===== config.mk =====
export PLATFORM = sky130hd
export DESIGN_NAME = ifu_fetch
export DESIGN_NICKNAME = d
export VERILOG_FILES = /design/src/rtl/ifu_fetch_pkg.sv /design/src/rtl/ifu_fetch_outbuf.sv /design/src/rtl/ifu_fetch.sv
export SDC_FILE = /design/constraint.sdc
export NUM_CORES = 1
export LEC_CHECK = 0
export BUFFER_PORTS_ARGS = -buffer_cell sky130_fd_sc_hd__clkbuf_2
export CAP_MARGIN = 5
export CELL_PAD_IN_SITES_DETAIL_PLACEMENT = 1
export CELL_PAD_IN_SITES_GLOBAL_PLACEMENT = 1
export CORE_ASPECT_RATIO = 0.7
export CORE_MARGIN = 2
export CORE_UTILIZATION = 32
export CTS_BUF_LIST = sky130_fd_sc_hd__clkbuf_8 sky130_fd_sc_hd__clkbuf_16
export DETAILED_ROUTE_END_ITERATION = 8
export PLACE_DENSITY = 0.79
export SYNTH_ARGS = -nofsm -noshare
export SYNTH_HDL_FRONTEND = slang
export SYNTH_SLANG_ARGS = --single-unit

===== constraint.sdc =====
create_clock -name clk -period 1.5 [get_ports clk]
set_input_delay 0.15 -clock clk [delete_from_list [all_inputs] [get_ports clk]]
set_output_delay 0.15 -clock clk [all_outputs]
set_load 0.05 [all_outputs]

===== src/rtl/ifu_fetch_pkg.sv =====
// Shared constants and types for the instruction fetch unit: state
// encodings, fault codes, the NOP instruction and the reset-assert level.
package ifu_fetch_pkg;

  localparam int          IFU_ADDR_W     = 32;
  localparam int          IFU_INST_W     = 32;
  localparam logic [31:0] IFU_NOP_INST   = 32'h0000_0013;  // addi x0,x0,0
  localparam logic        IFU_RST_ASSERT = 1'b0;           // rst is active-low

  typedef enum logic [1:0] {
    IFU_IDLE = 2'd0,
    IFU_REQ  = 2'd1,
    IFU_WAIT = 2'd2,
    IFU_HOLD = 2'd3
  } ifu_state_e;

  typedef enum logic [1:0] {
    IFU_FAULT_NONE     = 2'b00,
    IFU_FAULT_MISALIGN = 2'b01,
    IFU_FAULT_BUS      = 2'b10
  } ifu_fault_e;

  // Instructions are word aligned; the two LSBs of a valid PC are zero.
  function automatic logic ifu_pc_aligned(input logic [1:0] pc_lsb);
    return (pc_lsb == 2'b00);
  endfunction

endpackage


===== src/rtl/ifu_fetch_outbuf.sv =====
// Output register slice toward decode. Holds the instruction, its PC, the
// fault code and the valid flag. Load has priority over clear; with neither
// asserted every field holds, which keeps the outputs stable under
// backpressure.
module ifu_fetch_outbuf
  import ifu_fetch_pkg::*;
#(
  parameter int                ADDR_W   = IFU_ADDR_W,
  parameter int                INST_W   = IFU_INST_W,
  parameter logic [INST_W-1:0] NOP_INST = IFU_NOP_INST
) (
  input  logic              clk,
  input  logic              rst,
  input  logic              i_load,
  input  logic              i_clear,
  input  logic [INST_W-1:0] i_inst,
  input  logic [ADDR_W-1:0] i_pc,
  input  logic [1:0]        i_fault,
  output logic              o_valid,
  output logic [INST_W-1:0] o_inst,
  output logic [ADDR_W-1:0] o_pc,
  output logic [1:0]        o_fault
);

  logic              r_valid;
  logic [INST_W-1:0] r_inst;
  logic [ADDR_W-1:0] r_pc;
  logic [1:0]        r_fault;

  // Load a new entry, retire the current one, or hold.
  always_ff @(posedge clk) begin
    if (rst == IFU_RST_ASSERT) begin
      r_valid <= 1'b0;
      r_inst  <= NOP_INST;
      r_pc    <= '0;
      r_fault <= IFU_FAULT_NONE;
    end else if (i_load) begin
      r_valid <= 1'b1;
      r_inst  <= i_inst;
      r_pc    <= i_pc;
      r_fault <= i_fault;
    end else if (i_clear) begin
      // PC is left as-is; it is meaningless while valid is low.
      r_valid <= 1'b0;
      r_inst  <= NOP_INST;
      r_fault <= IFU_FAULT_NONE;
    end
  end

  assign o_valid = r_valid;
  assign o_inst  = r_inst;
  assign o_pc    = r_pc;
  assign o_fault = r_fault;

endmodule


===== src/rtl/ifu_fetch.sv =====
// Instruction fetch unit. Takes one PC from the PC stage, issues a single
// instruction-memory read over req/gnt/rvalid and presents the result to
// decode through valid/ready. One transaction in flight at most, no prefetch.
//
// state | meaning
// IDLE  | ready for a PC; only state in which stall is low
// REQ   | request on the bus, waiting for gnt
// WAIT  | request granted, waiting for rvalid (discard set after a flush)
// HOLD  | instruction (or misalignment fault) presented to decode
module ifu_fetch
  import ifu_fetch_pkg::*;
#(
  parameter int                ADDR_W   = IFU_ADDR_W,
  parameter int                INST_W   = IFU_INST_W,
  parameter logic [INST_W-1:0] NOP_INST = IFU_NOP_INST
) (
  input  logic              clk,
  input  logic              rst,
  input  logic              ce_i_ifu,
  input  logic [ADDR_W-1:0] pc_i_ifu,
  input  logic              flush_i_ifu,
  output logic              pc_stall_o_ifu,
  output logic              imem_req_o_ifu,
  output logic [ADDR_W-1:0] imem_addr_o_ifu,
  input  logic              imem_gnt_i_ifu,
  input  logic              imem_rvalid_i_ifu,
  input  logic [INST_W-1:0] imem_rdata_i_ifu,
  input  logic              imem_err_i_ifu,
  output logic              inst_valid_o_ifu,
  output logic [INST_W-1:0] inst_o_ifu,
  output logic [ADDR_W-1:0] inst_pc_o_ifu,
  output logic [1:0]        fault_o_ifu,
  input  logic              id_ready_i_ifu
);

  ifu_state_e        r_state;
  logic              r_req;
  logic [ADDR_W-1:0] r_addr;
  logic              r_discard;

  logic              w_aligned;
  logic              w_load_misalign;
  logic              w_load_fetch;
  logic              w_load;
  logic              w_clear;
  logic              w_valid;
  logic [INST_W-1:0] w_ld_inst;
  logic [ADDR_W-1:0] w_ld_pc;
  logic [1:0]        w_ld_fault;

  assign w_aligned = ifu_pc_aligned(pc_i_ifu[1:0]);

  // A misaligned PC never reaches the bus; it goes straight to decode as a
  // faulting NOP.
  assign w_load_misalign = (r_state == IFU_IDLE) && ce_i_ifu && !w_aligned;

  // Response is only kept if nothing has flushed it, now or earlier.
  assign w_load_fetch = (r_state == IFU_WAIT) && imem_rvalid_i_ifu &&
                        !r_discard && !flush_i_ifu;

  assign w_load  = w_load_misalign || w_load_fetch;

  // Handshake and flush both retire the held entry; together they act the same.
  assign w_clear = (r_state == IFU_HOLD) && w_valid &&
                   (id_ready_i_ifu || flush_i_ifu);

  // Select what gets loaded into the output slice.
  always_comb begin
    w_ld_inst  = NOP_INST;
    w_ld_pc    = pc_i_ifu;
    w_ld_fault = IFU_FAULT_MISALIGN;
    if (w_load_fetch) begin
      w_ld_inst  = imem_rdata_i_ifu;
      w_ld_pc    = r_addr;
      w_ld_fault = imem_err_i_ifu ? IFU_FAULT_BUS : IFU_FAULT_NONE;
    end
  end

  // Fetch sequencer: state, bus request, address and discard flag.
  always_ff @(posedge clk) begin
    if (rst == IFU_RST_ASSERT) begin
      r_state   <= IFU_IDLE;
      r_req     <= 1'b0;
      r_addr    <= '0;
      r_discard <= 1'b0;
    end else begin
      case (r_state)
        IFU_IDLE: begin
          if (ce_i_ifu && !w_aligned) begin
            r_state <= IFU_HOLD;
          end else if (ce_i_ifu && !flush_i_ifu) begin
            r_addr  <= pc_i_ifu;
            r_req   <= 1'b1;
            r_state <= IFU_REQ;
          end
        end
        IFU_REQ: begin
          // Flush wins over a same-cycle gnt: the request is simply withdrawn.
          if (flush_i_ifu) begin
            r_req   <= 1'b0;
            r_state <= IFU_IDLE;
          end else if (imem_gnt_i_ifu) begin
            r_req   <= 1'b0;
            r_state <= IFU_WAIT;
          end
        end
        IFU_WAIT: begin
          // A granted read is owned and must be drained even when flushed.
          if (imem_rvalid_i_ifu) begin
            r_discard <= 1'b0;
            r_state   <= (r_discard || flush_i_ifu) ? IFU_IDLE : IFU_HOLD;
          end else if (flush_i_ifu) begin
            r_discard <= 1'b1;
          end
        end
        IFU_HOLD: begin
          if (w_clear || !w_valid) begin
            r_state <= IFU_IDLE;
          end
        end
        default: begin
          r_state <= IFU_IDLE;
        end
      endcase
    end
  end

  ifu_fetch_outbuf #(
    .ADDR_W   (ADDR_W),
    .INST_W   (INST_W),
    .NOP_INST (NOP_INST)
  ) u_outbuf (
    .clk     (clk),
    .rst     (rst),
    .i_load  (w_load),
    .i_clear (w_clear),
    .i_inst  (w_ld_inst),
    .i_pc    (w_ld_pc),
    .i_fault (w_ld_fault),
    .o_valid (w_valid),
    .o_inst  (inst_o_ifu),
    .o_pc    (inst_pc_o_ifu),
    .o_fault (fault_o_ifu)
  );

  assign inst_valid_o_ifu = w_valid;
  assign imem_req_o_ifu   = r_req;
  assign imem_addr_o_ifu  = r_addr;
  assign pc_stall_o_ifu   = (r_state != IFU_IDLE);

endmodule


After elaboration in Yosys (flattened, before gate mapping)
Index checks and enable logic that the tools add are counted.

cells by class
  eq/ne operators = 9
  muxes and demuxes = 25
  bitwise operators = 1
  reductions and logical operators = 27

operator list
  cell                  count
  $mux W32              4
  $mux W2               11
  $logic_and A1 B1 Y1   9
  $mux W1               8
  $pmux W2 S4           1
  $reduce_and A4 Y1     2
  $reduce_bool A2 Y1    4
  $eq A2 B2 Y1 const B  2
  $logic_not A1 Y1      4
  $logic_not A2 Y1      2
  $logic_or A1 B1 Y1    4
  $ne A2 B1 Y1 const B  2
  $ne A2 B2 Y1 const B  2
  $ne A3 B1 Y1 const B  1
  $ne A3 B3 Y1 const B  1
  $reduce_and A3 Y1     1
  $eq A2 B1 Y1 const B  1
  $pmux W1 S2           1
  $reduce_and A2 Y1     1
  $not A1 Y1            1

storage, ports and cells
  bits in registers = 103
  input port bits = 72
  output and inout bits = 101
  logic and storage cells = 70

Longest topological paths before layout
  word-level depth = 6
  mapped depth = 6
  gate-level depth less buffers = 3

Modules after synthesis
Synthesis repeated with hierarchy kept, for this count alone.

second synthesis, totals
  cell total of the unflattened synthesis = 504
  area, all modules = 5,092.4 um^2

by module, submodules not included
  module            instances  cells each  area an instance (um^2)  sequential area each (um^2)
  ifu_fetch_outbuf  1          257         2,929.1                  1,341.3
  ifu_fetch         1          247         2,163.3                  720.7

Worst setup path after synthesis
No wires, ideal clock.

  path type = register to register
  start point = reg r_state[0]
  end point = reg u_outbuf.r_pc[10] (netlist: u_outbuf.o_pc[10])
  library setup time = 0.120 ns
  arrival = 1.488 ns
  required time = 1.380 ns
  slack = -0.108 ns
  stages on the path, launching flop included = 7
  buffers on the path = 3
  clock period less this slack = 1.608 ns
  path through = dfxtp_1 > buf_6 > or3b_4 > buf_6 > buf_6 > o221a_1 > o31a_1

on the way
  longest elaborated chain between the ends = 5
  elaborated cells on any way between the ends = 9
  those cells by class = eq/ne: 1; mux: 1; reduce/logical: 7

ends and longest elaborated chain
  what                                                   RTL line                          source
  from (decl)                                            ifu_fetch.sv:36                   ifu_state_e r_state;
  from (signal assigned)                                 ifu_fetch.sv:111                  r_state <= (r_discard || flush_i_ifu) ? IFU_IDLE : IFU_HOLD;
  $eq A2 B2 Y1                                           ifu_fetch.sv:58                   assign w_load_fetch = (r_state == IFU_WAIT) && imem_rvalid_i_ifu &&
  $logic_and A1 B1 Y1 (2 in series)                      ifu_fetch.sv:58
  $logic_and A1 B1 Y1                                    ifu_fetch.sv:59                   !r_discard && !flush_i_ifu;
  $mux W32 / $logic_or A1 B1 Y1 (equally long branches)  ifu_fetch.sv:72, ifu_fetch.sv:61
  to (signal assigned)                                   ifu_fetch_outbuf.sv:40            r_pc <= i_pc;
  to (decl)                                              ifu_fetch_outbuf.sv:27            logic [ADDR_W-1:0] r_pc;

Parallel ways exist; a longest one is shown, timed or not.
A chain may end at the register's enable or synchronous reset.

Final worst setup path
  start point = reg r_state[0]
  end point = reg u_outbuf.r_pc[25] (netlist: u_outbuf.o_pc[25])

The elaborated chain is that of the path after synthesis.

==> run_results.csv <==
group,metric,value,unit
status,status,"complete, but fails checks",
status,violations,"negative setup slack",
cells_and_area,multi_input_area,2479,sq um
power_and_ir_drop,clockPowerShare,34.2,%
critical_path,critPathLaunch,"r_state[0]",
cells_and_area,regArea,2064,sq um
critical_path,end_kind,"flop",
placement,gp_congestion,0.8194,
placement,dp.cells,860,
clock_network,root_buffer,"clkbuf_16",
power_and_ir_drop,seq_power_share,38.9,%
placement,dpl_worst_slack,-339.9,ps
critical_path,ff2ff_setup_slack,-80,ps
power_and_ir_drop,ir_drop,567.5,uV
clock_network,cts.reportedPaths.clkPinSlew,70,ps
critical_path,required,1750,ps
critical_path,cp-start-kind,"flop",
timing,worst_slack,-79.83,ps
synthesis,ys_seq_area_share,43.64,%
floorplan,dieArea,15770,sq um
power_and_ir_drop,power_density,1116,nW/um^2
power_and_ir_drop,p_int,5.073,mW
critical_path,path_cells,"or3b_4 -> buf_16 -> o221a_1 -> o31a_1",
critical_path,slowest_stage,"or3b_4",
clock_network,cts_tree,"yes",
synthesis,synth_top_family_by_area,"compound AO/OA/AOI/OAI gates",
floorplan,std_cell_rows,37,
synthesis,synth-compound-area-share,31.62,%
routing,drc,0,
cells_and_area,nets,771,
synthesis,synthArstFlopShare,0,%
critical_path,r2r_start,"r_state[0]",
grt,grt_pass1_vias,5182,
timing,min_period,1580,ps
synthesis,yosys_register_bits,103,
critical_path,critPathMaxStageDelay,490,ps
floorplan,core-area,14580,sq um
clock_network,clk_path_buf_depth,2,
clock_network,clock_sinks,103,
floorplan,initial_core_util,32.40,%
hold_path,min_from,"imem_rdata_i_ifu[13]",
cells_and_area,drive_gt1_share,39.63,%
flow_run,maxCapViolations,0,
synthesis,muxShareOfSynthArea,0,%
grt,track_usage,22.77,%
synthesis,netlist_area,4725,sq um
power_and_ir_drop,switchingPower,2.498,mW
routing,drt_iter0_drc,335,
placement,dp_hpwl,11.60,mm
clock_network,numCtsBuffers,9,
hold_path,hp-class,"in2reg",
timing,worst_pin_slew,610.5,ps
critical_path,worstRegToRegCells,4,
routing,drt_wl_total,19.68,mm
timing,max_freq,633.0,MHz
timing,hold_viol,0,
timing,setup_tns,-2060,ps
grt,grt-ovfl-total,0,
floorplan,num_io_pins,173,
cells_and_area,areaGrowthSynthToFinish,43.64,%
critical_path,path_class,"reg2reg",
synthesis,synthTopCellsByArea,"dfxtp_1 (44%), and3_1 (8.3%), o221a_1 (6.2%), o31a_1 (5.7%), o211ai_1 (5.4%)",
floorplan,fp.dieH,105.7,microns
timing,grt_setup_unrepaired,"true",
critical_path,cp_top_family,"simple AND/OR/NAND/NOR gates",
synthesis,synthesis.nets,606,
power_and_ir_drop,p_leak,2.962,nW
cells_and_area,antenna_cells,0,
synthesis,synth_edf_count,0,
cells_and_area,fillers,1722,
critical_path,reg2reg_to,"u_outbuf.o_pc[25]",
timing,fin_skew,4.285,ps
synthesis,synth_top_area_share,43.64,%
routing,drtAntennaViolNets,0,
clock_network,h-tree-depth,3,
synthesis,synth.distinct_cells,37,
grt,grt_max_degree,88,
synthesis,synthCells,534,
hold_path,min_to,"u_outbuf.o_inst[13]",
grt,antenna_found_initial,0,
timing,setup_viol,33,
synthesis,synthFlopType,"dfxtp_1",
synthesis,synth_fa_ha_area_share,0,%
clock_network,insertion_delay,360,ps
critical_path,path_buf_inv,1,
power_and_ir_drop,switching_share,33.00,%
timing,drv_slew,0,
cells_and_area,stdcell_count,899,
synthesis,ys_warn_count,0,
power_and_ir_drop,totalPowerFinal,7.571,mW
routing,vias,5274,
synthesis,ys_top_cells_by_count,"dfxtp_1 (103), and3_1 (63), clkbuf_1 (50)",
timing,slew_headroom,59.30,%
floorplan,die_w,149.2,microns
routing,detail_route.first_pass.iterations,5,
grt,grt_pass1_wl,28.34,mm
synthesis,synth_xor_area_share,0,%
synthesis,synth_area_leader_cell,"dfxtp_1",
placement,io_buffers,172,
synthesis,synth-simple-area-share,17.48,%
synthesis,synth.most_common_cell,"dfxtp_1",
power_and_ir_drop,p_comb_share,26.9,%
critical_path,worstPathMaxFanout,16,
critical_path,arrival,1830,ps
routing,routedWlPerCell,21.89,microns
synthesis,synth.avg_cell_area,8.847,sq um
hold_path,whs_path_depth,3,
routing,post_drt_via_cell_ratio,5.867,
timing,post-route-period-util,105.3,%
[how the worst max path moves through the flow]
stage                        endpoint  cells past startpoint  slack (ps)
CTS                 u_outbuf.o_pc[25]                      4         -90
floorplan           u_outbuf.o_pc[10]                      6         -90
finish              u_outbuf.o_pc[25]                      4         -80
detailed placement         r_state[1]                      5        -340
global route        u_outbuf.o_pc[26]                      4        -120
global placement    u_outbuf.o_pc[31]                      4        -180
[area by class of cell]
cell class | count | area share, %
Timing Repair Buffer | 224 | 24.43
Clock buffer | 9 | 3.319
Inverter | 5 | 0.2765
Sequential cell | 103 | 30.42
Tap cell | 195 | 3.595
Clock inverter | 7 | 1.438
Multi-Input combinational cell | 356 | 36.52
[routing by layer]
layer,track usage (%),vias up,wire length (microns)
met4,6.463,0,242
met3,4.632,21,1544
met1,31.04,2661,8891
met5,0,-,0
met2,36.47,221,8997
li1,-,2371,-
[cell families after synthesis]
family                 count (synthesis)
AO/OA/AOI/OAI                        205
flip-flops                           103
buffers and inverters                 75
AND/OR/NAND/NOR                      151
[sequential cells by signal, indices dropped and copies added, names as in the netlist]
name / count
imem_addr_o_ifu: 32
imem_req_o_ifu: 1
r_discard: 1
r_state: 2
u_outbuf.o_fault: 2
u_outbuf.o_inst: 32
u_outbuf.o_pc: 32
u_outbuf.o_valid: 1
[stage by stage]
stage | hold WS [ps] | utilization, % | instance area [sq um]
after floorplan | 297.7 | - | 4725
after global placement | 391.0 | 40.40 | 5892
after detailed placement | 399.1 | 40.40 | 5892
after CTS | 12.80 | 43.48 | 6341
after global routing | 22.78 | 46.54 | 6787
final | 27.45 | 46.54 | 6787
[tightest hold or removal path, delay by kind of cell]
| family | cells | cell delay, ps |
|---|---|---|
| buffers and inverters | 1 | 80 |
| AND/OR/NAND/NOR | 1 | 50 |
| AO/OA/AOI/OAI | 1 | 60 |
[cell usage in the layout, fill, tap and decap left out, drive strengths merged, types with 2 or more instances in the layout]
cell      Yosys  layout
nor2          5       5
nor3          2       2
clkinv        0       3
o211ai       34      34
a21oi        35      35
inv           5       5
clkbuf       50     187
o31a         31      31
nand2        34      34
a31oi         2       2
o41a          3       3
o221a        30      30
o21ai        35      35
clkinvlp      0       2
and3         63      63
nand4         4       4
nand3        30      30
or2           2       2
or4           3       3
nand2b        2       2
buf          20      46
a2111oi       2       2
dfxtp       103     103
bufinv        0       2
o22ai        30      30
[power by group through the flow]
stage | clock, mW | sequential, mW | combinational, mW
after global placement | 0 | 3.00 | 1.56
final | 2.59 | 2.94 | 2.04
after global routing | 2.74 | 2.96 | 2.13
after detailed placement | 0 | 3.00 | 1.60
after floorplan | 0 | 3.36 | 0.680
after CTS | 2.63 | 2.94 | 1.69
[timing repair]
action | CTS | global route
cloned | 1 | 11
pin swaps | 6 | 21
resized for setup | 12 | 60
endpoints found under the hold margin | 0 | 0
hold buffers | 0 | 0
endpoints found under the setup margin | 98 | 81
buffers inserted | 7 | 4
No activity file was read; power rests on OpenSTA's default activity.
